[src/rtl/axis_shift_arbiter_if.sv]
// axis_shift_arbiter_if: bundle of the packed multi-source AXI4-Stream input
// side and the single-stream output side of the shift-datapath arbiter.
//   s_tdata/s_tkeep/s_tstrb/s_tvalid/s_tlast : source beats, source i in slice i
//   s_tready                                  : per-source ready (one-hot or zero)
//   m_tdata/m_tkeep/m_tstrb/m_tvalid/m_tlast  : registered stream to the shift block
//   m_tid                                     : source index carried with each beat
//   m_tready                                  : ready from the shift block
// slave  : arbiter view (consumes sources, drives the shared stream)
// master : environment view (drives sources, sinks the shared stream)
interface axis_shift_arbiter_if #(
    parameter int unsigned BUS_WIDTH  = 512,
    parameter int unsigned KEEP_WIDTH = BUS_WIDTH / 8,
    parameter int unsigned NUM_SRC    = 2,
    parameter int unsigned SRC_W      = 2
);
    logic [NUM_SRC*BUS_WIDTH-1:0]  s_tdata;
    logic [NUM_SRC*KEEP_WIDTH-1:0] s_tkeep;
    logic [NUM_SRC*KEEP_WIDTH-1:0] s_tstrb;
    logic [NUM_SRC-1:0]            s_tvalid;
    logic [NUM_SRC-1:0]            s_tlast;
    logic [NUM_SRC-1:0]            s_tready;
    logic [BUS_WIDTH-1:0]          m_tdata;
    logic [KEEP_WIDTH-1:0]         m_tkeep;
    logic [KEEP_WIDTH-1:0]         m_tstrb;
    logic                          m_tvalid;
    logic                          m_tlast;
    logic [SRC_W-1:0]              m_tid;
    logic                          m_tready;

    modport slave (
        input  s_tdata, s_tkeep, s_tstrb, s_tvalid, s_tlast, m_tready,
        output s_tready, m_tdata, m_tkeep, m_tstrb, m_tvalid, m_tlast, m_tid
    );

    modport master (
        output s_tdata, s_tkeep, s_tstrb, s_tvalid, s_tlast, m_tready,
        input  s_tready, m_tdata, m_tkeep, m_tstrb, m_tvalid, m_tlast, m_tid
    );
endinterface

[src/rtl/axis_shift_arbiter.sv]
// axis_shift_arbiter: packet-locked round-robin arbiter sharing one AXI4-Stream
// shift datapath between NUM_SRC (2..4) sources, with one output register stage.
//   aclk   : clock, rising edge
//   ARESET : asynchronous active-high reset
//   axis   : source/sink stream bundle (slave modport)
//   busy   : high while a packet is locked to a source
module axis_shift_arbiter #(
    parameter int unsigned BUS_WIDTH  = 512,
    parameter int unsigned KEEP_WIDTH = BUS_WIDTH / 8,
    parameter int unsigned NUM_SRC    = 2,
    parameter int unsigned SRC_W      = 2
) (
    input  logic                aclk,
    input  logic                ARESET,
    axis_shift_arbiter_if.slave axis,
    output logic                busy
);
    typedef enum logic {ST_IDLE = 1'b0, ST_PASS = 1'b1} state_t;

    state_t                state_q;
    logic [SRC_W-1:0]      grant_q;
    logic [SRC_W-1:0]      rr_ptr_q;
    logic [SRC_W-1:0]      rr_ptr_d;

    logic [SRC_W-1:0]      pick_c;
    logic                  pick_vld_c;
    logic [SRC_W-1:0]      cand_c;
    logic [BUS_WIDTH-1:0]  sel_data_c;
    logic [KEEP_WIDTH-1:0] sel_keep_c;
    logic [KEEP_WIDTH-1:0] sel_strb_c;
    logic                  sel_valid_c;
    logic                  sel_last_c;
    logic                  room_c;
    logic                  accept_c;

    // Round-robin pick: first requester scanning upward from rr_ptr, wrapping.
    always_comb begin
        pick_c     = '0;
        pick_vld_c = 1'b0;
        cand_c     = '0;
        for (int unsigned i = 0; i < NUM_SRC; i++) begin
            cand_c = SRC_W'((32'(rr_ptr_q) + i) % NUM_SRC);
            for (int unsigned j = 0; j < NUM_SRC; j++) begin
                if (!pick_vld_c && (cand_c == SRC_W'(j)) && axis.s_tvalid[j]) begin
                    pick_vld_c = 1'b1;
                    pick_c     = SRC_W'(j);
                end
            end
        end
    end

    // Granted source's slice of the packed input bus.
    always_comb begin
        sel_data_c  = '0;
        sel_keep_c  = '0;
        sel_strb_c  = '0;
        sel_valid_c = 1'b0;
        sel_last_c  = 1'b0;
        for (int unsigned j = 0; j < NUM_SRC; j++) begin
            if (grant_q == SRC_W'(j)) begin
                sel_data_c  = axis.s_tdata[j*BUS_WIDTH +: BUS_WIDTH];
                sel_keep_c  = axis.s_tkeep[j*KEEP_WIDTH +: KEEP_WIDTH];
                sel_strb_c  = axis.s_tstrb[j*KEEP_WIDTH +: KEEP_WIDTH];
                sel_valid_c = axis.s_tvalid[j];
                sel_last_c  = axis.s_tlast[j];
            end
        end
    end

    // Output register can take a beat when empty or draining this cycle.
    assign room_c   = !axis.m_tvalid || axis.m_tready;
    assign accept_c = (state_q == ST_PASS) && sel_valid_c && room_c;
    assign rr_ptr_d = SRC_W'((32'(grant_q) + 32'd1) % NUM_SRC);

    // Only the locked source sees ready; everyone else waits.
    always_comb begin
        axis.s_tready = '0;
        for (int unsigned j = 0; j < NUM_SRC; j++) begin
            axis.s_tready[j] = (state_q == ST_PASS) && (grant_q == SRC_W'(j)) && room_c;
        end
    end

    // Arbitration FSM plus the output register stage.
    always_ff @(posedge aclk or posedge ARESET) begin
        if (ARESET) begin
            state_q       <= ST_IDLE;
            grant_q       <= '0;
            rr_ptr_q      <= '0;
            busy          <= 1'b0;
            axis.m_tvalid <= 1'b0;
            axis.m_tlast  <= 1'b0;
            axis.m_tdata  <= '0;
            axis.m_tkeep  <= '0;
            axis.m_tstrb  <= '0;
            axis.m_tid    <= '0;
        end else begin
            if (accept_c) begin
                axis.m_tvalid <= 1'b1;
                axis.m_tlast  <= sel_last_c;
                axis.m_tdata  <= sel_data_c;
                axis.m_tkeep  <= sel_keep_c;
                axis.m_tstrb  <= sel_strb_c;
                axis.m_tid    <= grant_q;
            end else if (axis.m_tready) begin
                axis.m_tvalid <= 1'b0;
            end

            case (state_q)
                ST_IDLE: begin
                    if (pick_vld_c) begin
                        grant_q <= pick_c;
                        state_q <= ST_PASS;
                        busy    <= 1'b1;
                    end
                end
                ST_PASS: begin
                    // Lock holds through bubbles; only the accepted tlast releases it.
                    if (accept_c && sel_last_c) begin
                        state_q  <= ST_IDLE;
                        rr_ptr_q <= rr_ptr_d;
                        busy     <= 1'b0;
                    end
                end
                default: state_q <= ST_IDLE;
            endcase
        end
    end
endmodule

[src/flat_wrapper.sv]
// flat-port wrapper written by rule: the top's interface ports become plain ports
module axis_shift_arbiter_flat 
#(
    parameter int unsigned BUS_WIDTH  = 512,
    parameter int unsigned KEEP_WIDTH = BUS_WIDTH / 8,
    parameter int unsigned NUM_SRC    = 2,
    parameter int unsigned SRC_W      = 2
)
  (aclk, ARESET, busy, axis_s_tdata, axis_s_tkeep, axis_s_tstrb, axis_s_tvalid, axis_s_tlast, axis_m_tready, axis_s_tready, axis_m_tdata, axis_m_tkeep, axis_m_tstrb, axis_m_tvalid, axis_m_tlast, axis_m_tid);
  axis_shift_arbiter_if #(.BUS_WIDTH(BUS_WIDTH), .KEEP_WIDTH(KEEP_WIDTH), .NUM_SRC(NUM_SRC), .SRC_W(SRC_W)) axis_i ();
  input  logic aclk;
  input  logic ARESET;
  output logic busy;
  input wire logic [$bits(axis_i.s_tdata)-1:0] axis_s_tdata;
  input wire logic [$bits(axis_i.s_tkeep)-1:0] axis_s_tkeep;
  input wire logic [$bits(axis_i.s_tstrb)-1:0] axis_s_tstrb;
  input wire logic [$bits(axis_i.s_tvalid)-1:0] axis_s_tvalid;
  input wire logic [$bits(axis_i.s_tlast)-1:0] axis_s_tlast;
  input wire logic [$bits(axis_i.m_tready)-1:0] axis_m_tready;
  output wire logic [$bits(axis_i.s_tready)-1:0] axis_s_tready;
  output wire logic [$bits(axis_i.m_tdata)-1:0] axis_m_tdata;
  output wire logic [$bits(axis_i.m_tkeep)-1:0] axis_m_tkeep;
  output wire logic [$bits(axis_i.m_tstrb)-1:0] axis_m_tstrb;
  output wire logic [$bits(axis_i.m_tvalid)-1:0] axis_m_tvalid;
  output wire logic [$bits(axis_i.m_tlast)-1:0] axis_m_tlast;
  output wire logic [$bits(axis_i.m_tid)-1:0] axis_m_tid;
  assign axis_i.s_tdata = axis_s_tdata;
  assign axis_i.s_tkeep = axis_s_tkeep;
  assign axis_i.s_tstrb = axis_s_tstrb;
  assign axis_i.s_tvalid = axis_s_tvalid;
  assign axis_i.s_tlast = axis_s_tlast;
  assign axis_i.m_tready = axis_m_tready;
  assign axis_s_tready = axis_i.s_tready;
  assign axis_m_tdata = axis_i.m_tdata;
  assign axis_m_tkeep = axis_i.m_tkeep;
  assign axis_m_tstrb = axis_i.m_tstrb;
  assign axis_m_tvalid = axis_i.m_tvalid;
  assign axis_m_tlast = axis_i.m_tlast;
  assign axis_m_tid = axis_i.m_tid;
  axis_shift_arbiter #(.BUS_WIDTH(BUS_WIDTH), .KEEP_WIDTH(KEEP_WIDTH), .NUM_SRC(NUM_SRC), .SRC_W(SRC_W)) u_core (.aclk(aclk), .ARESET(ARESET), .axis(axis_i), .busy(busy));
endmodule
[config.mk]
export PLATFORM = sky130hd
export DESIGN_NAME = axis_shift_arbiter_flat
export DESIGN_NICKNAME = d
export VERILOG_FILES = /design/src/rtl/axis_shift_arbiter_if.sv /design/src/rtl/axis_shift_arbiter.sv /design/src/flat_wrapper.sv
export SDC_FILE = /design/constraint.sdc
export NUM_CORES = 2
export LEC_CHECK = 0
export ABC_CLOCK_PERIOD_IN_PS = 26800
export CORE_AREA = 5 5 748 750
export DETAILED_ROUTE_END_ITERATION = 10
export DIE_AREA = 0 0 753 755
export HOLD_SLACK_MARGIN = 0.15
export PLACE_DENSITY = 0.3
export SYNTH_ARGS = -nofsm -noshare
export SYNTH_HDL_FRONTEND = slang
export SYNTH_SLANG_ARGS = --single-unit
[constraint.sdc]
create_clock -name aclk -period 26.8 [get_ports aclk]
set_input_delay 5.36 -clock aclk [delete_from_list [all_inputs] [get_ports aclk]]
set_output_delay 5.36 -clock aclk [all_outputs]
set_load 0.1 [all_outputs]
### Word level (Yosys, flattened, before mapping)

Index checks and enable logic that the tools add are counted.

| operators by class | value |
|---|---|
| $add $sub $neg | 2 |
| eq/ne operators | 3 |
| mux-type cells | 25 |
| bitwise gates (word level) | 1 |
| reduce and logical (&&, ||, !) cells | 26 |

Operators with widths:

| operator | number |
|---|---|
| $mux W512 | 2 |
| $mux W64 | 4 |
| $mux W1 | 15 |
| $logic_and A1 B1 Y1 | 14 |
| $logic_not A2 Y1 | 3 |
| $reduce_and A2 Y1 | 3 |
| $logic_not A1 Y1 | 4 |
| $mux W2 | 2 |
| $pmux W1 S2 | 2 |
| $add A1 B1 Y1 const B | 2 |
| $eq A2 B1 Y1 const B | 1 |
| $ne A2 B1 Y1 const B | 1 |
| $ne A2 B2 Y1 const B | 1 |
| $reduce_bool A2 Y1 | 1 |
| $logic_or A1 B1 Y1 | 1 |
| $not A1 Y1 | 1 |

| word-level totals | value |
|---|---|
| register bits after elaboration | 649 |
| bits of input ports | 1287 |
| output and inout port bits | 647 |
| logic and storage cells | 67 |

### Depth between registers and ports, before layout

| depth | value |
|---|---|
| depth after elaboration | 17 |
| depth in mapped cells | 8 |
| gate-level depth less buffers | 3 |

### Worst setup path after synthesis

No wires, ideal clock.

| timing path | value |
|---|---|
| kind | in2out |
| from | input axis_m_tready |
| to | output axis_s_tready[1] |
| arrival | 6.957 ns |
| data required time | 21.440 ns |
| setup slack | 14.483 ns |
| stages on the path | 5 |
| buffers on the path | 3 |
| cell sequence | nand2b_1 > buf_2 > clkbuf_1 > clkbuf_1 > and3_1 |

| between the ends | value |
|---|---|
| cells in the longest elaborated chain, start to end | 2 |

Ends and longest elaborated chain:

| item | RTL line | source |
|---|---|---|
| start, declared | flat_wrapper.sv:19 | `input wire logic [$bits(axis_i.m_tready)-1:0] axis_m_tready;` |
| $logic_or A1 B1 Y1 | axis_shift_arbiter.sv:71 | `assign room_c = !axis.m_tvalid \|\| axis.m_tready;` |
| $logic_and A1 B1 Y1 | axis_shift_arbiter.sv:79 | `axis.s_tready[j] = (state_q == ST_PASS) && (grant_q == SRC_W'(j)) && room_c;` |
| end, declared | flat_wrapper.sv:20 | `output wire logic [$bits(axis_i.s_tready)-1:0] axis_s_tready;` |

No other way between the ends.

### Worst setup path in the final report

| timing path | value |
|---|---|
| from | input axis_m_tready |
| to | output axis_s_tready[0] |

The elaborated chain is that of the path after synthesis.

==> impl_metrics.csv <==
group,metric,value,unit
outcome,status,"finished, final reports clean",
synthesis,ys_ff_latch,647,
worst_setup_path,cpMostUsedCell,"clkdlybuf4s50_1",
floorplan,die_w,753,um
power,pwr-share-clk,0.136,
sta,setup_tns,0,ns
global_routing,grt_pass1_vias,36880,
worst_setup_path,cp_slowest_cell,"clkdlybuf4s50_1",
sta,fin_crit_sh,0.4902,
worst_setup_path,crit_chain,"clkdlybuf4s50_1 > nand2b_4 > nand3b_1 > inv_1 > clkdlybuf4s50_1",
synthesis,synth.largest_area_cell,"dfrtp_1",
power,powerDensity,166.0,mW/mm^2
finish,finalNetCount,5980,
clock_tree,cts-hold-fix-buffers,0,
clock_tree,numCtsBuffers,101,
finish,syn_to_final_growth,97.14,%
power,combinationalPowerShare,0.690,
worst_setup_path,path_max_fanout,32,
synthesis,ys_types,22,
worst_setup_path,start_kind,"input port",
global_routing,grt-ovfl-total,0,
synthesis,netlist_top_cells_count,"647 x dfrtp_1, 641 x a21oi_1, 641 x a31oi_1",
clock_tree,root_buffer,"clkbuf_16",
synthesis,ys_async_sr_fraction,1.000,
hold_path,hp-class,"register to register",
power,vdd_ir_drop_max,0.1031,mV
clock_tree,cts_buffer_depth,4,
global_routing,grt_pass1_wl,516200,um
global_routing,grt_usage,0.1436,
worst_setup_path,cpPeakStageDelay,1.16,ns
routing,dr.pass1.iters,7,
routing,vias,36260,
worst_setup_path,critPathBufInv,3,
floorplan,core_area,0.5516,sq mm
clock_tree,cts_tree,"yes",
power,p_sw_frac,0.6284,
worst_setup_path,cpLargestDelayFamily,"buffers and inverters",
sta,hold_viol,0,
worst_setup_path,worst_ep_required_time,21.44,ns
worst_setup_path,critical_path_class,"input port to output port",
synthesis,synth_area,0.03155,sq mm
placed_design,dpl.hpwl,369900,um
sta,fin_crit,13.14,ns
synthesis,synth_warnings,0,
sta,tightest_slew,1.238,ns
routing,drc,0,
synthesis,syn_avg_cell_area,10.69,sq um
worst_setup_path,crit_arrival,7.78,ns
routing,first_iter_violations,2488,
global_routing,grt_max_degree,155,
sta,grt_setup_unrepaired,"false",
synthesis,syn_inst,2951,
finish,stdcell_count,12160,
routing,viasPerCell,2.983,
sta,slew_headroom,0.1513,
sta,max_freq,76.12,MHz
clock_tree,ctsResizeCount,0,
synthesis,synth_flop_cell,"dfrtp_1",
power,leakagePower,22.57,nW
global_routing,antenna_found_initial,429,
finish,fin_area,0.06219,sq mm
clock_tree,cts_max_level,3,
power,p_sw,6.485,mW
synthesis,yosysSeqAreaShare,0.5132,
run,maxCapViolCount,0,
routing,ant_nets,0,
sta,setup_violations,0,
worst_setup_path,setup.worst_path.end_class,"output port",
floorplan,die_h,755,um
synthesis,synth-edff-count,0,
clock_tree,worstSkewPairLatency,0.85,ns
floorplan,io_pins,1934,
placed_design,dpl.cell_count,11880,
placed_design,io_buffers,1932,
synthesis,synthTopCellsByArea,"dfrtp_1 51%, mux2i_1 20%, a31oi_1 13%",
clock_tree,post_cts_buffers,0,
synthesis,yosysMostFrequentCell,"dfrtp_1",
synthesis,syn-num-nets,4238,
routing,wirelength,426800,um
floorplan,initial_core_util,0.05719,
sta,slew_viol_final,0,
finish,drive_gt1_frac,0.08414,
routing,wire_per_inst,35.11,um
placed_design,gp_congestion,0.9961,
floorplan,dieArea,0.5685,sq mm
power,p_int,3.836,mW
placed_design,place_area,0.05860,sq mm
clock_tree,clock-sinks,647,
power,seqPwrFrac,0.175,
synthesis,synth_top_area_frac,0.5132,
sta,fin_skew,0.04788,ns
clock_tree,clk_pin_slew,0.05,ns
finish,fin_util,0.1127,
floorplan,rows,273,
## placed cells by master (no fill, tap or decap), types with 2 or more instances in the layout
master | synthesis | final
clkdlybuf4s50_1 | 0 | 1768
dfrtp_1 | 647 | 645
a31oi_1 | 641 | 641
a21oi_1 | 641 | 641
mux2i_1 | 640 | 640
buf_4 | 12 | 214
diode_2 | 0 | 104
clkbuf_16 | 0 | 101
clkbuf_8 | 0 | 23
clkinv_2 | 0 | 20
clkbuf_1 | 236 | 14
buf_2 | 50 | 10
bufinv_16 | 0 | 7
buf_12 | 0 | 7
nand2_1 | 4 | 4
inv_6 | 0 | 4
inv_1 | 4 | 3
mux2_2 | 2 | 2
o2bb2ai_1 | 2 | 2
clkinv_8 | 0 | 2
clkinv_4 | 0 | 2
clkinvlp_4 | 0 | 2
dfrtp_4 | 0 | 2
## layer usage
| metal | up-vias | track usage | wire (um) |
|---|---|---|---|
| li1 | 14930 | - | - |
| met1 | 17910 | 0.1571 | 161300 |
| met2 | 2312 | 0.2417 | 199600 |
| met3 | 874 | 0.07834 | 50050 |
| met4 | 240 | 0.03500 | 14320 |
| met5 | - | 0 | 1583 |
## area by class of cell
class | instances | area (sq um)
inverters | 4 | 22.52
well taps | 7287 | 9117
diodes | 104 | 260.3
multi-input cells | 1940 | 13770
flip-flops and latches | 647 | 16200
clock buffers | 138 | 2897
fillers | 63100 | 489500
clock inverters | 38 | 430.4
repair buffers | 1999 | 19490
## final timing paths
kind / startpoint / endpoint / slack (ns) / cells after the start
setup / recovery: axis_m_tready / axis_s_tready[0] / 13.66 / 5
hold / removal: u_core.busy / u_core.busy / 0.50 / 1
setup reg to reg: u_core.grant_q[0] / u_core.axis.m_tdata[443] / 20.90 / 8
hold reg to reg: u_core.busy / u_core.busy / 0.50 / 1
max in group asynchronous: ARESET / u_core.axis.m_tdata[341] / 17.49 / 7
min in group asynchronous: ARESET / u_core.axis.m_tdata[208] / 5.08 / 2
## state kept, by name, indices dropped and copies added (netlist names)
name,count
u_core.axis.m_tkeep,64
u_core.axis.m_tstrb,64
u_core.rr_ptr_q,1
u_core.axis.m_tdata,512
u_core.axis.m_tlast,1
u_core.busy,1
u_core.state_q,1
u_core.axis.m_tvalid,1
u_core.grant_q,1
u_core.axis.m_tid,1
## per-stage QoR
| step | power [mW] | setup WS [ns] | hold slack, ns |
|---|---|---|---|
| 2_1_floorplan | 6.609 | 3.313 | 0.4565 |
| 3_3_place_gp | 8.987 | 13.64 | 0.4754 |
| 3_5_place_dp | 9.001 | 13.66 | 0.4891 |
| 4_1_cts | 10.48 | 13.66 | 0.5014 |
| 5_1_grt | 10.68 | 13.61 | 0.5249 |
| 6_report | 10.32 | 13.66 | 0.4976 |
## power groups by stage
stage	registers (mW)	logic, mW	clock network [mW]
floorplan	5.13	1.48	0
global placement	1.81	7.18	0
detailed placement	1.81	7.19	0
CTS	1.81	7.20	1.47
global route	1.86	7.34	1.49
finish	1.80	7.12	1.40
## kinds of logic after synthesis
group | after synthesis | share of synthesized area
DFF | 647 | 0.5132
muxes | 643 | 0.2043
other | 1 | 0.0001189
and+or+nand+nor | 10 | 0.001626
buffers and inverters | 364 | 0.05101
AOI/OAI and AO/OA | 1286 | 0.2298
No activity file was read; power rests on OpenSTA's default activity.
